==> src/rtl/mem_stage_pkg.sv <==
// Shared definitions for the memory-stage controller: state encoding and
// default widths/timeout used by the interface, controller and timer.
package mem_stage_pkg;

    localparam int DEF_DATA_WIDTH = 16;
    localparam int DEF_ADDR_WIDTH = 16;
    localparam int DEF_TIMEOUT    = 64;

    // Controller states; 2'b11 is unused and recovers to IDLE.
    typedef enum logic [1:0] {
        IDLE = 2'b00,
        WAIT = 2'b01,
        DONE = 2'b10
    } state_t;

    // Counter width able to hold TIMEOUT-1 (TIMEOUT is at least 2).
    function automatic int timer_width(input int timeout);
        return (timeout > 2) ? $clog2(timeout) : 1;
    endfunction

endpackage

==> src/rtl/mem_stage_ctrl_if.sv <==
// Request/response bus between the memory-stage controller and the
// multi-cycle data memory. The controller is the master.
interface mem_stage_ctrl_if
    import mem_stage_pkg::*;
#(
    parameter int DATA_WIDTH = DEF_DATA_WIDTH,
    parameter int ADDR_WIDTH = DEF_ADDR_WIDTH
);
    logic                  mem_en;
    logic                  mem_wr_en;
    logic [ADDR_WIDTH-1:0] mem_addr;
    logic [DATA_WIDTH-1:0] mem_wdata;
    logic [DATA_WIDTH-1:0] mem_rdata;
    logic                  mem_done;

    modport master (
        output mem_en,
        output mem_wr_en,
        output mem_addr,
        output mem_wdata,
        input  mem_rdata,
        input  mem_done
    );

    modport slave (
        input  mem_en,
        input  mem_wr_en,
        input  mem_addr,
        input  mem_wdata,
        output mem_rdata,
        output mem_done
    );
endinterface

==> src/rtl/mem_wait_timer.sv <==
// Wait-cycle counter for the memory stage. Counts enabled cycles from zero
// and saturates at TIMEOUT-1, where the terminal-count output is high.
module mem_wait_timer
    import mem_stage_pkg::*;
#(
    parameter int TIMEOUT = DEF_TIMEOUT
) (
    input  logic clk,
    input  logic rst,
    input  logic clear,
    input  logic enable,
    output logic tc
);
    localparam int TW = timer_width(TIMEOUT);
    localparam logic [TW-1:0] LAST = TW'(TIMEOUT - 1);

    logic [TW-1:0] count_reg;

    // Clear wins over enable; counting stops once the terminal value is reached.
    always_ff @(posedge clk or posedge rst) begin
        if (rst) begin
            count_reg <= '0;
        end else if (clear) begin
            count_reg <= '0;
        end else if (enable && (count_reg != LAST)) begin
            count_reg <= count_reg + 1'b1;
        end
    end

    assign tc = (count_reg == LAST);

endmodule

==> src/rtl/mem_stage_ctrl.sv <==
// Memory-stage controller: takes the access latched in EX/MEM, issues one
// request to a multi-cycle memory, stalls the pipeline until it finishes and
// returns load data. Malformed accesses and timeouts raise a one-cycle err.
module mem_stage_ctrl
    import mem_stage_pkg::*;
#(
    parameter int DATA_WIDTH = DEF_DATA_WIDTH,
    parameter int ADDR_WIDTH = DEF_ADDR_WIDTH,
    parameter int TIMEOUT    = DEF_TIMEOUT
) (
    input  logic                  clk,
    input  logic                  rst,
    input  logic                  acc_valid,
    input  logic                  acc_rd,
    input  logic                  acc_wr,
    input  logic [ADDR_WIDTH-1:0] acc_addr,
    input  logic [DATA_WIDTH-1:0] acc_wdata,
    input  logic                  flush,
    mem_stage_ctrl_if.master      mem,
    output logic                  stall,
    output logic [DATA_WIDTH-1:0] rd_data,
    output logic                  rd_valid,
    output logic                  err
);
    state_t                state_reg;
    logic                  rd_op_reg;
    logic                  flush_pend_reg;
    logic [DATA_WIDTH-1:0] rd_data_reg;
    logic                  rd_valid_reg;
    logic                  err_reg;

    logic req;
    logic bad_req;
    logic issue;
    logic squash;
    logic timer_tc;

    // A well-formed, unsquashed, halfword-aligned single access.
    assign req = acc_valid & (acc_rd ^ acc_wr) & ~acc_addr[0] & ~flush;

    // Live instruction that cannot be issued: both rd and wr, or misaligned.
    assign bad_req = acc_valid & ~flush &
                     ((acc_rd & acc_wr) | ((acc_rd | acc_wr) & acc_addr[0]));

    // Request strobe only from IDLE; gated by rst so a frozen pipeline holding
    // a live access cannot drive the memory while the controller is in reset.
    assign issue = (state_reg == IDLE) & req & ~rst;

    // A flush seen at any point of the wait, including the completion cycle,
    // suppresses the load writeback.
    assign squash = flush_pend_reg | flush;

    // Request bus and stall are combinational so the access starts in the
    // same cycle the instruction reaches EX/MEM.
    always_comb begin
        mem.mem_en    = issue;
        mem.mem_wr_en = issue & acc_wr;
        mem.mem_addr  = issue ? acc_addr  : '0;
        mem.mem_wdata = issue ? acc_wdata : '0;
        stall         = ~rst & (issue | (state_reg == WAIT));
    end

    mem_wait_timer #(
        .TIMEOUT (TIMEOUT)
    ) u_timer (
        .clk    (clk),
        .rst    (rst),
        .clear  (state_reg != WAIT),
        .enable ((state_reg == WAIT) & ~mem.mem_done),
        .tc     (timer_tc)
    );

    // Access sequencer with registered load result and status pulses.
    always_ff @(posedge clk or posedge rst) begin
        if (rst) begin
            state_reg      <= IDLE;
            rd_op_reg      <= 1'b0;
            flush_pend_reg <= 1'b0;
            rd_data_reg    <= '0;
            rd_valid_reg   <= 1'b0;
            err_reg        <= 1'b0;
        end else begin
            rd_valid_reg <= 1'b0;
            err_reg      <= 1'b0;
            case (state_reg)
                IDLE: begin
                    flush_pend_reg <= 1'b0;
                    if (req) begin
                        state_reg <= WAIT;
                        rd_op_reg <= acc_rd;
                    end else if (bad_req) begin
                        err_reg <= 1'b1;
                    end
                end
                WAIT: begin
                    if (mem.mem_done) begin
                        state_reg      <= DONE;
                        flush_pend_reg <= squash;
                        if (rd_op_reg && !squash) begin
                            rd_data_reg  <= mem.mem_rdata;
                            rd_valid_reg <= 1'b1;
                        end
                    end else if (timer_tc) begin
                        state_reg      <= IDLE;
                        flush_pend_reg <= 1'b0;
                        err_reg        <= 1'b1;
                    end else begin
                        flush_pend_reg <= squash;
                    end
                end
                DONE: begin
                    state_reg      <= IDLE;
                    flush_pend_reg <= 1'b0;
                end
                default: begin
                    state_reg      <= IDLE;
                    flush_pend_reg <= 1'b0;
                end
            endcase
        end
    end

    assign rd_data  = rd_data_reg;
    assign rd_valid = rd_valid_reg;
    assign err      = err_reg;

endmodule

==> src/flat_wrapper.sv <==
// flat-port wrapper written by rule: the top's interface ports become plain ports
module mem_stage_ctrl_flat import mem_stage_pkg::*;
#(
    parameter int DATA_WIDTH = DEF_DATA_WIDTH,
    parameter int ADDR_WIDTH = DEF_ADDR_WIDTH,
    parameter int TIMEOUT    = DEF_TIMEOUT
)
  (clk, rst, acc_valid, acc_rd, acc_wr, acc_addr, acc_wdata, flush, stall, rd_data, rd_valid, err, mem_mem_en, mem_mem_wr_en, mem_mem_addr, mem_mem_wdata, mem_mem_rdata, mem_mem_done);
  mem_stage_ctrl_if #(.DATA_WIDTH(DATA_WIDTH), .ADDR_WIDTH(ADDR_WIDTH)) mem_i ();
  input  logic clk;
  input  logic rst;
  input  logic acc_valid;
  input  logic acc_rd;
  input  logic acc_wr;
  input  logic [ADDR_WIDTH-1:0] acc_addr;
  input  logic [DATA_WIDTH-1:0] acc_wdata;
  input  logic flush;
  output logic stall;
  output logic [DATA_WIDTH-1:0] rd_data;
  output logic rd_valid;
  output logic err;
  output wire logic [$bits(mem_i.mem_en)-1:0] mem_mem_en;
  output wire logic [$bits(mem_i.mem_wr_en)-1:0] mem_mem_wr_en;
  output wire logic [$bits(mem_i.mem_addr)-1:0] mem_mem_addr;
  output wire logic [$bits(mem_i.mem_wdata)-1:0] mem_mem_wdata;
  input wire logic [$bits(mem_i.mem_rdata)-1:0] mem_mem_rdata;
  input wire logic [$bits(mem_i.mem_done)-1:0] mem_mem_done;
  assign mem_mem_en = mem_i.mem_en;
  assign mem_mem_wr_en = mem_i.mem_wr_en;
  assign mem_mem_addr = mem_i.mem_addr;
  assign mem_mem_wdata = mem_i.mem_wdata;
  assign mem_i.mem_rdata = mem_mem_rdata;
  assign mem_i.mem_done = mem_mem_done;
  mem_stage_ctrl #(.DATA_WIDTH(DATA_WIDTH), .ADDR_WIDTH(ADDR_WIDTH), .TIMEOUT(TIMEOUT)) u_core (.clk(clk), .rst(rst), .acc_valid(acc_valid), .acc_rd(acc_rd), .acc_wr(acc_wr), .acc_addr(acc_addr), .acc_wdata(acc_wdata), .flush(flush), .mem(mem_i), .stall(stall), .rd_data(rd_data), .rd_valid(rd_valid), .err(err));
endmodule
==> config.mk <==
export PLATFORM = sky130hd
export DESIGN_NAME = mem_stage_ctrl_flat
export DESIGN_NICKNAME = d
export VERILOG_FILES = /design/src/rtl/mem_stage_pkg.sv /design/src/rtl/mem_stage_ctrl_if.sv /design/src/rtl/mem_wait_timer.sv /design/src/rtl/mem_stage_ctrl.sv /design/src/flat_wrapper.sv
export SDC_FILE = /design/constraint.sdc
export NUM_CORES = 1
export LEC_CHECK = 0
export CORE_UTILIZATION = 34
export DETAILED_ROUTE_END_ITERATION = 6
export PLACE_DENSITY_LB_ADDON = 0.3
export RECOVER_POWER = 50
export SLEW_MARGIN = 20
export SYNTH_ARGS = -nofsm -noshare
export SYNTH_HDL_FRONTEND = slang
export SYNTH_SLANG_ARGS = --single-unit
==> constraint.sdc <==
create_clock -name clk -period 2.18 [get_ports clk]
set_clock_uncertainty 0.15 [all_clocks]
set_input_delay 0.327 -clock clk [delete_from_list [all_inputs] [get_ports clk]]
set_output_delay 0.327 -clock clk [all_outputs]
set_load 0.01 [all_outputs]
Word-level counts from Yosys, hierarchy flattened
Cells that the tools add are included.
Word-level totals
  bits in registers: 28
  bits of input ports: 55
  output and inout bits: 53
  logic and storage cells: 62
Operators by class
  $add $sub $neg: 1
  equality and inequality tests: 6
  mux-type cells: 19
  bitwise gates (word level): 21
  reductions and logical operators: 8
Operator list (count)
  16-bit 2-to-1 mux: 2
  1-bit AND: 12
  6-bit 2-to-1 mux: 2
  1-bit 2-to-1 mux: 10
  6-bit by 1-bit adder with 6-bit output, second input constant: 1
  6-bit equality test, second input constant: 1
  2-bit 2-to-1 mux: 3
  6-bit != test, second input constant: 1
  2-bit by 1-bit != test with 1-bit output, second input constant: 2
  1-bit NOT: 4
  1-bit OR: 4
  2-bit one-hot mux with 2 select lines: 1
  2-bit AND reduction: 2
  3-bit by 2-bit != test with 1-bit output, second input constant: 1
  3-bit AND reduction: 1
  2-bit by 1-bit equality test with 1-bit output, second input constant: 1
  1-bit logical AND: 2
  2-bit logical NOT: 1
  1-bit one-hot mux with 2 select lines: 1
  2-bit nonzero test: 1
  1-bit logical NOT: 1
  1-bit XOR: 1

Longest topological paths before layout
Gate-level depths: netlist (run 1).
  depth after elaboration: 8
  depth in mapped cells: 5
  depth with buffers taken out: 5

By module
From an unflattened synthesis (run 1), not the netlist that was laid out.
Second synthesis, totals
  cells, all modules: 141
  area total of the unflattened synthesis: 1529.0 um^2
Modules (own cells, without submodules)
  mem_stage_ctrl: instances 1, cells an instance 100, area each 1156.1 um^2
  mem_wait_timer: instances 1, cells an instance 41, area each 372.9 um^2

Worst setup path before layout (run 1)
OpenSTA, ideal clock, no wires.
  path type: flip-flop to output port
  start: register u_core.state_reg[0]
  end: output mem_mem_wdata[10]
  arrival time: 1635 ps
  required time: 1703 ps
  setup slack: 68 ps
  stages on the path, launching flop included: 5
  buffers on the path: 1
  cell sequence: dfrtp_1 > or4b_4 > nor4b_4 > buf_2 > and2_1
Between the ends
  word-level cells in the longest chain between the ends: 4
Ends and longest elaborated chain
  start, declared: RTL line mem_stage_ctrl.sv:25  | state_t state_reg;
  start signal, assigned: RTL line mem_stage_ctrl.sv:76  | state_reg <= IDLE;
  start signal, assigned: RTL line mem_stage_ctrl.sv:89  | state_reg <= WAIT;
  start signal, assigned: RTL line mem_stage_ctrl.sv:97  | state_reg <= DONE;
  2-bit logical NOT: RTL line mem_stage_ctrl.sv:47  | assign issue = (state_reg == IDLE) & req & ~rst;
  1-bit AND (2 in series): RTL line mem_stage_ctrl.sv:47
  named net mem_mem_en: RTL line flat_wrapper.sv:22  | output wire logic [$bits(mem_i.mem_en)-1:0] mem_mem_en;
  16-bit 2-to-1 mux: RTL line mem_stage_ctrl.sv:59  | mem.mem_wdata = issue ? acc_wdata : '0;
  end, declared: RTL line flat_wrapper.sv:25  | output wire logic [$bits(mem_i.mem_wdata)-1:0] mem_mem_wdata;
The timed path passes the listed nets, and every way through them passes these cells.

Worst setup path in the final report (run 1)
  start: register u_core.state_reg[1]
  end: output mem_mem_addr[1]
Between the ends
  word-level cells in the longest chain between the ends: 4
Ends and longest elaborated chain
  2-bit logical NOT: RTL line mem_stage_ctrl.sv:47
  1-bit AND (2 in series): RTL line mem_stage_ctrl.sv:47
  16-bit 2-to-1 mux: RTL line mem_stage_ctrl.sv:58  | mem.mem_addr = issue ? acc_addr : '0;
  end, declared: RTL line flat_wrapper.sv:24  | output wire logic [$bits(mem_i.mem_addr)-1:0] mem_mem_addr;
No other way between the ends.

==> results.yml, run 1 <==
status:
  status: "complete, but fails checks"
  violations: "negative setup slack"
min_path:
  hold_class: "reg -> reg"
logic_synthesis:
  yosys_warnings: 0
  synth_edf_count: 0
  synth.distinct_cells: 33
  synth_top_cell_area_share_pct: 47.9
  syn_nets: 189
  ys_seq_area_share_pct: 47.9
  syn_area_um2: 1460
  synthTopCellsByArea: "dfrtp_1, and2_1, mux2_2, ha_1, a31oi_1"
  synth_cells: 131
  ys_async_sr_fraction_pct: 100
  synth_common_cells: "and2_1, dfrtp_1, mux2_2, inv_1, a31oi_1"
  synth_area_per_cell_um2: 11.2
  yosysMostFrequentCell: "and2_1"
  synth_seq_cells: 28
  synthFlopType: "dfrtp_1"
  synth_top_area_cell: "dfrtp_1"
drt:
  drtPass1Iterations: 4
  viasPerCell: 4.71
  antenna_left: 0
  routed_wl_um: 4430
  via_count: 1465
  routedWlPerCell_um: 14.3
  drc_errors: 0
  drtIter0Drc: 12
floorplan:
  dieWidth_um: 67.6
  core-area_um2: 4060
  ios: 108
  fp.dieH_um: 67.6
  die-area_um2: 4570
  rows: 23
  initial_utilization_pct: 36.1
power_and_ir_drop:
  switching_share_pct: 24.9
  internal_power_mw: 1.06
  p_leak_nw: 1.37
  pwr-share-comb_pct: 34.6
  ir_drop_mv: 0.496
  clkPwrFrac_pct: 19.3
  seqPwrFrac_pct: 46.1
  p_switching_mw: 0.351
  power_density_nw_per_um2: 515
layout:
  largest_reg_flops: 16
  final_nets: 320
  postLayoutCoreUtil_pct: 67.4
  syn2layout_area_growth_pct: 86.9
  drive_above_1_share_pct: 35.0
timing:
  fmax_mhz: 378
  finalCritPeriodShare_pct: 121
  drv_slew: 0
  slew_headroom_pct: 53.1
  rsz0062_at_grt: "yes"
  fin_ws_ps: -463
  post-route-min-period_ps: 2640
  setup_viol: 34
  tightestPinTransition_ps: 704
  hold_viol_final: 0
critical_path:
  crit_type: "reg -> out"
  crit_path_end_kind: "output pin"
  crit_fanout: 4
  critPathRequiredTime_ps: 1700
  crit_top_cell: "buf_6"
  cp-start-kind: "flip-flop"
  arrival_ps: 2170
  cp_cell_sequence: "or4b_4 > nor4b_4 > buf_4 > clkbuf_16 > buf_8 > buf_6 > and2_4 > buf_6"
  cp_slowest_stage_delay_ps: 550
  crit_slowest_cell: "or4b_4"
cts:
  cts_buffers: 3
  htreeDepth: 1
  clk_latency_ps: 270
  path_clk_slew_ps: 90
  cts.path.max_buffers: 2
  tritoncts: "built"
  cts_root_buffer: "clkbuf_8"
  cts_sinks: 28
global_routing:
  grt_max_degree: 29
  antenna_found_initial: 1
  overflow: 0
  grt_pass1_vias: 1462
  grt_pass1_wl_um: 6430
  grtUsageTotal_pct: 19.0
placement:
  place_ws_ps: -799
  dpl.hpwl_um: 3260
  portBuffers: 106
  globalplace.congestion: 0.839
job:
  max_cap_violations: 0
==> worst max-delay path: cells and delay by family (launching register included) <==
kind                   cells  cell delay (ps)
buffers and inverters      5              570
flip-flops                 1              390
AND/OR/NAND/NOR            3              930
==> layout by cell type (no fill, tap or decap), types with 2 or more instances in the layout <==
| cell type | synthesis | routed |
|---|---|---|
| clkdlybuf4s50_1 | 0 | 69 |
| dfrtp_1 | 28 | 28 |
| buf_2 | 2 | 25 |
| and2_1 | 31 | 24 |
| mux2_2 | 16 | 16 |
| buf_6 | 0 | 14 |
| buf_4 | 1 | 13 |
| and2_4 | 0 | 7 |
| inv_1 | 6 | 6 |
| a31oi_1 | 4 | 4 |
| nor2b_1 | 3 | 3 |
| nor2_1 | 3 | 3 |
| nand2_1 | 3 | 3 |
| ha_1 | 3 | 3 |
| clkbuf_8 | 0 | 3 |
| clkbuf_1 | 2 | 3 |
| and3_1 | 2 | 2 |
| a21oi_1 | 3 | 2 |
| a311oi_1 | 2 | 2 |
| nand2b_1 | 2 | 2 |
| mux2i_1 | 2 | 2 |
| o21ai_0 | 2 | 2 |
| dlygate4sd2_1 | 0 | 2 |
| clkbuf_2 | 2 | 2 |
| clkbuf_4 | 0 | 2 |
==> path summary, 6_finish.rpt <==
kind	from	to	slack [ps]	cells past startpoint
hold / removal	u_core.rd_data[9]	u_core.rd_data[9]	360	1
setup reg to reg	u_core.state_reg[1]	u_core.rd_op_reg	120	4
min in group asynchronous	rst	u_core.flush_pend_reg	760	4
hold reg to reg	u_core.rd_data[9]	u_core.rd_data[9]	360	1
setup / recovery	u_core.state_reg[1]	mem_mem_addr[1]	-460	8
max in group asynchronous	rst	u_core.rd_data[9]	670	4
==> cell families (layout without fill, tap and decap cells) <==
family	after synthesis	after routing	share of synthesized area [%]
flip-flops	28	28	47.9
AND/OR/NAND/NOR	53	53	24.4
other	1	2	0.256
buffers and inverters	13	142	3.93
adder cells (fa/ha/maj)	3	3	2.56
AO/OA/AOI/OAI	14	14	6.24
multiplexers	19	19	14.7
==> layout make-up <==
class / count / area [um^2]
diodes: 1 / 2.50
clock buffers: 3 / 41.3
fillers: 335 / 1320
inverters: 6 / 22.5
multi-input cells: 90 / 732
flip-flops and latches: 28 / 701
well taps: 50 / 62.6
repair buffers: 133 / 1170
==> timing repair <==
item,4_1_cts,5_1_grt
setup buffers,13,1
pin swaps,14,4
endpoints found under the setup margin,34,35
gates cloned,2,0
gates resized for setup,154,12
hold buffers,0,0
==> metrics by stage <==
stage                     TNS [ps]  area, um^2  std cells  total power [mW]  hold slack [ps]
after detailed placement    -26750        2680        294              1.15              343
after global placement      -26220        2680        294              1.14              336
after CTS                   -15800        2760        312              1.43              358
after floorplan                  0        1460        131             0.829              242
final                       -12510        2740        311              1.41              360
after global routing        -15780        2740        311              1.48              383
==> power groups by stage <==
stage,clock [mW],sequential [mW],combinational (mW)
after CTS,0.284,0.651,0.497
after floorplan,0,0.699,0.130
after global routing,0.301,0.663,0.518
final,0.273,0.650,0.487
after detailed placement,0,0.662,0.486
after global placement,0,0.658,0.482
==> layer usage <==
metal	GRT usage, %	vias to the layer above	wire length, um
li1	-	703	-
met2	33.8	73	2280
met5	0	-	0
met1	20.4	687	1570
met4	6.12	0	19
met3	7.60	2	564
Power figures use the tool's default switching activity.
==> inputs of run 2 (changes only) <==
- CORE_MARGIN: not set -> 10
==> run 2 against run 1 <==
Against the previous run: the run still ends with negative setup slack left; non-clock buffer count decreased by 3; hold slack lost 2.2 ps; sequential share of layout area shrank 1.3 points; count of clock-buffer cells in the layout rose by 1; critical endpoint is now mem_mem_addr[6]; largest cell class unchanged.
==> results.yml, run 2 (synthesis results as in run 1) <==
critical_path:
  crit_path_end_kind: "output pin"
  cp_slowest_stage_delay_ps: 540
  cp-start-kind: "flip-flop"
  crit_type: "reg -> out"
  arrival_ps: 2090
  cp_cell_sequence: "or4b_4 > nor4b_4 > buf_2 > buf_6 > and2_4 > buf_6"
  crit_slowest_cell: "or4b_4"
  r2r_start: "u_core.state_reg[1]"
  crit_fanout: 4
  crit_top_cell: "buf_6"
  critPathRequiredTime_ps: 1700
  crit_path_start: "u_core.state_reg[1]"
status:
  violations: "negative setup slack"
  status: "complete, but fails checks"
floorplan:
  fp.dieH_um: 85.6
  ios: 108
  rows: 23
  initial_utilization_pct: 35.8
  core-area_um2: 4090
  die-area_um2: 7330
  dieWidth_um: 85.6
drt:
  routedWlPerCell_um: 17.4
  antenna_left: 0
  routed_wl_um: 5360
  drtIter0Drc: 61
  drtPass1Iterations: 4
  via_count: 1460
  drc_errors: 0
  viasPerCell: 4.74
global_routing:
  grt_max_degree: 29
  antenna_found_initial: 0
  grt_pass1_wl_um: 8090
  grtUsageTotal_pct: 13.3
  grt_pass1_vias: 1528
  overflow: 0
timing:
  post-route-min-period_ps: 2560
  fin_ws_ps: -382
  hold_slack_ps: 357
  hold_viol_final: 0
  tightestPinTransition_ps: 699
  drv_slew: 0
  tns_ps: -11780
  rsz0062_at_grt: "yes"
  setup_viol: 35
  fmax_mhz: 390
  slew_headroom_pct: 53.4
  finalCritPeriodShare_pct: 118
placement:
  dpl.hpwl_um: 4110
  globalplace.congestion: 0.805
  portBuffers: 106
layout:
  layout_common_cells: "clkdlybuf4s50_1, buf_6, and2_4, dfrtp_1, mux2_2"
  postLayoutCoreUtil_pct: 70.6
  n_antenna_cell: 0
  syn2layout_area_growth_pct: 97.1
  drive_above_1_share_pct: 43.0
  largest_reg_flops: 16
  layout_commonest_cell: "clkdlybuf4s50_1"
  final_nets: 317
min_path:
  hp-start: "u_core.rd_data[11]"
  hold_class: "reg -> reg"
cts:
  hold_buffers: 0
  cts_sinks: 28
  cts_root_buffer: "clkbuf_8"
  cts.path.max_buffers: 2
  clk_latency_ps: 270
  htreeDepth: 1
  tritoncts: "built"
  cts_buffers: 3
  path_clk_slew_ps: 100
power_and_ir_drop:
  p_leak_nw: 1.40
  ir_drop_mv: 0.624
  power_mw: 1.47
  power_density_nw_per_um2: 510
job:
  max_cap_violations: 0
[run 2: changes by cell type in the layout (fill, tap and decap cells not counted), sizes merged]
cell           previous run  this run
diode                     1         0
dlygate4sd3               1         0
buf                      53        55
clkdlybuf4s50            69        70
clkbuf                   11         7
[run 2: cell type report]
type / count / area [um^2]
inverter: 6 / 22.5
fill: 315 / 1200
clock buffer: 4 / 55.1
tap: 50 / 62.6
sequential: 28 / 701
timing repair buffer: 130 / 1260
multi-input combinational: 90 / 785
[run 2: stage by stage]
stage	std cells	instance area [um^2]	worst slack, ps
3_3_place_gp	294	2660	-801
2_1_floorplan	131	1460	67.8
5_1_grt	308	2890	-467
3_5_place_dp	294	2660	-848
6_report	308	2890	-382
4_1_cts	309	2780	-418
[run 2: worst max-delay path: cells and delay by family (launching register included)]
kind          cells  cell delay, ps
buf+inv           3             400
simple gates      3            1020
flops             1             400
[run 2: worst paths after layout]
path | endpoint | slack [ps] | depth (start not counted)
max in group asynchronous | u_core.rd_data[6] | 800 | 4
min in group asynchronous | u_core.u_timer.count_reg[0] | 630 | 4
worst max-delay path | mem_mem_addr[6] | -380 | 6
worst min register to register | u_core.rd_data[11] | 360 | 1
worst min-delay path | u_core.rd_data[11] | 360 | 1
worst max register to register | u_core.rd_op_reg | -10 | 5
[run 2: what timing repair did]
action / CTS / global route
buffers inserted: 7 / 0
cloned: 4 / 0
pin swaps: 33 / 6
resized for setup: 179 / 33
endpoints found under the setup margin: 34 / 35
[run 2: power breakdown]
group | internal [mW] | switching [mW] | leakage, nW
clock network | 0.162 | 0.154 | 0.0288
registers | 0.608 | 0.0429 | 0.378
logic | 0.335 | 0.169 | 0.994
[run 2: layer usage]
layer  global-route usage [%]  routed length (um)  vias to the layer above
met1                     14.1                2040                      689
met4                     1.35                   0                        0
met3                     6.91                 657                        0
li1                         -                   -                      699
met5                        0                   0                        -
met2                     23.6                2660                       72
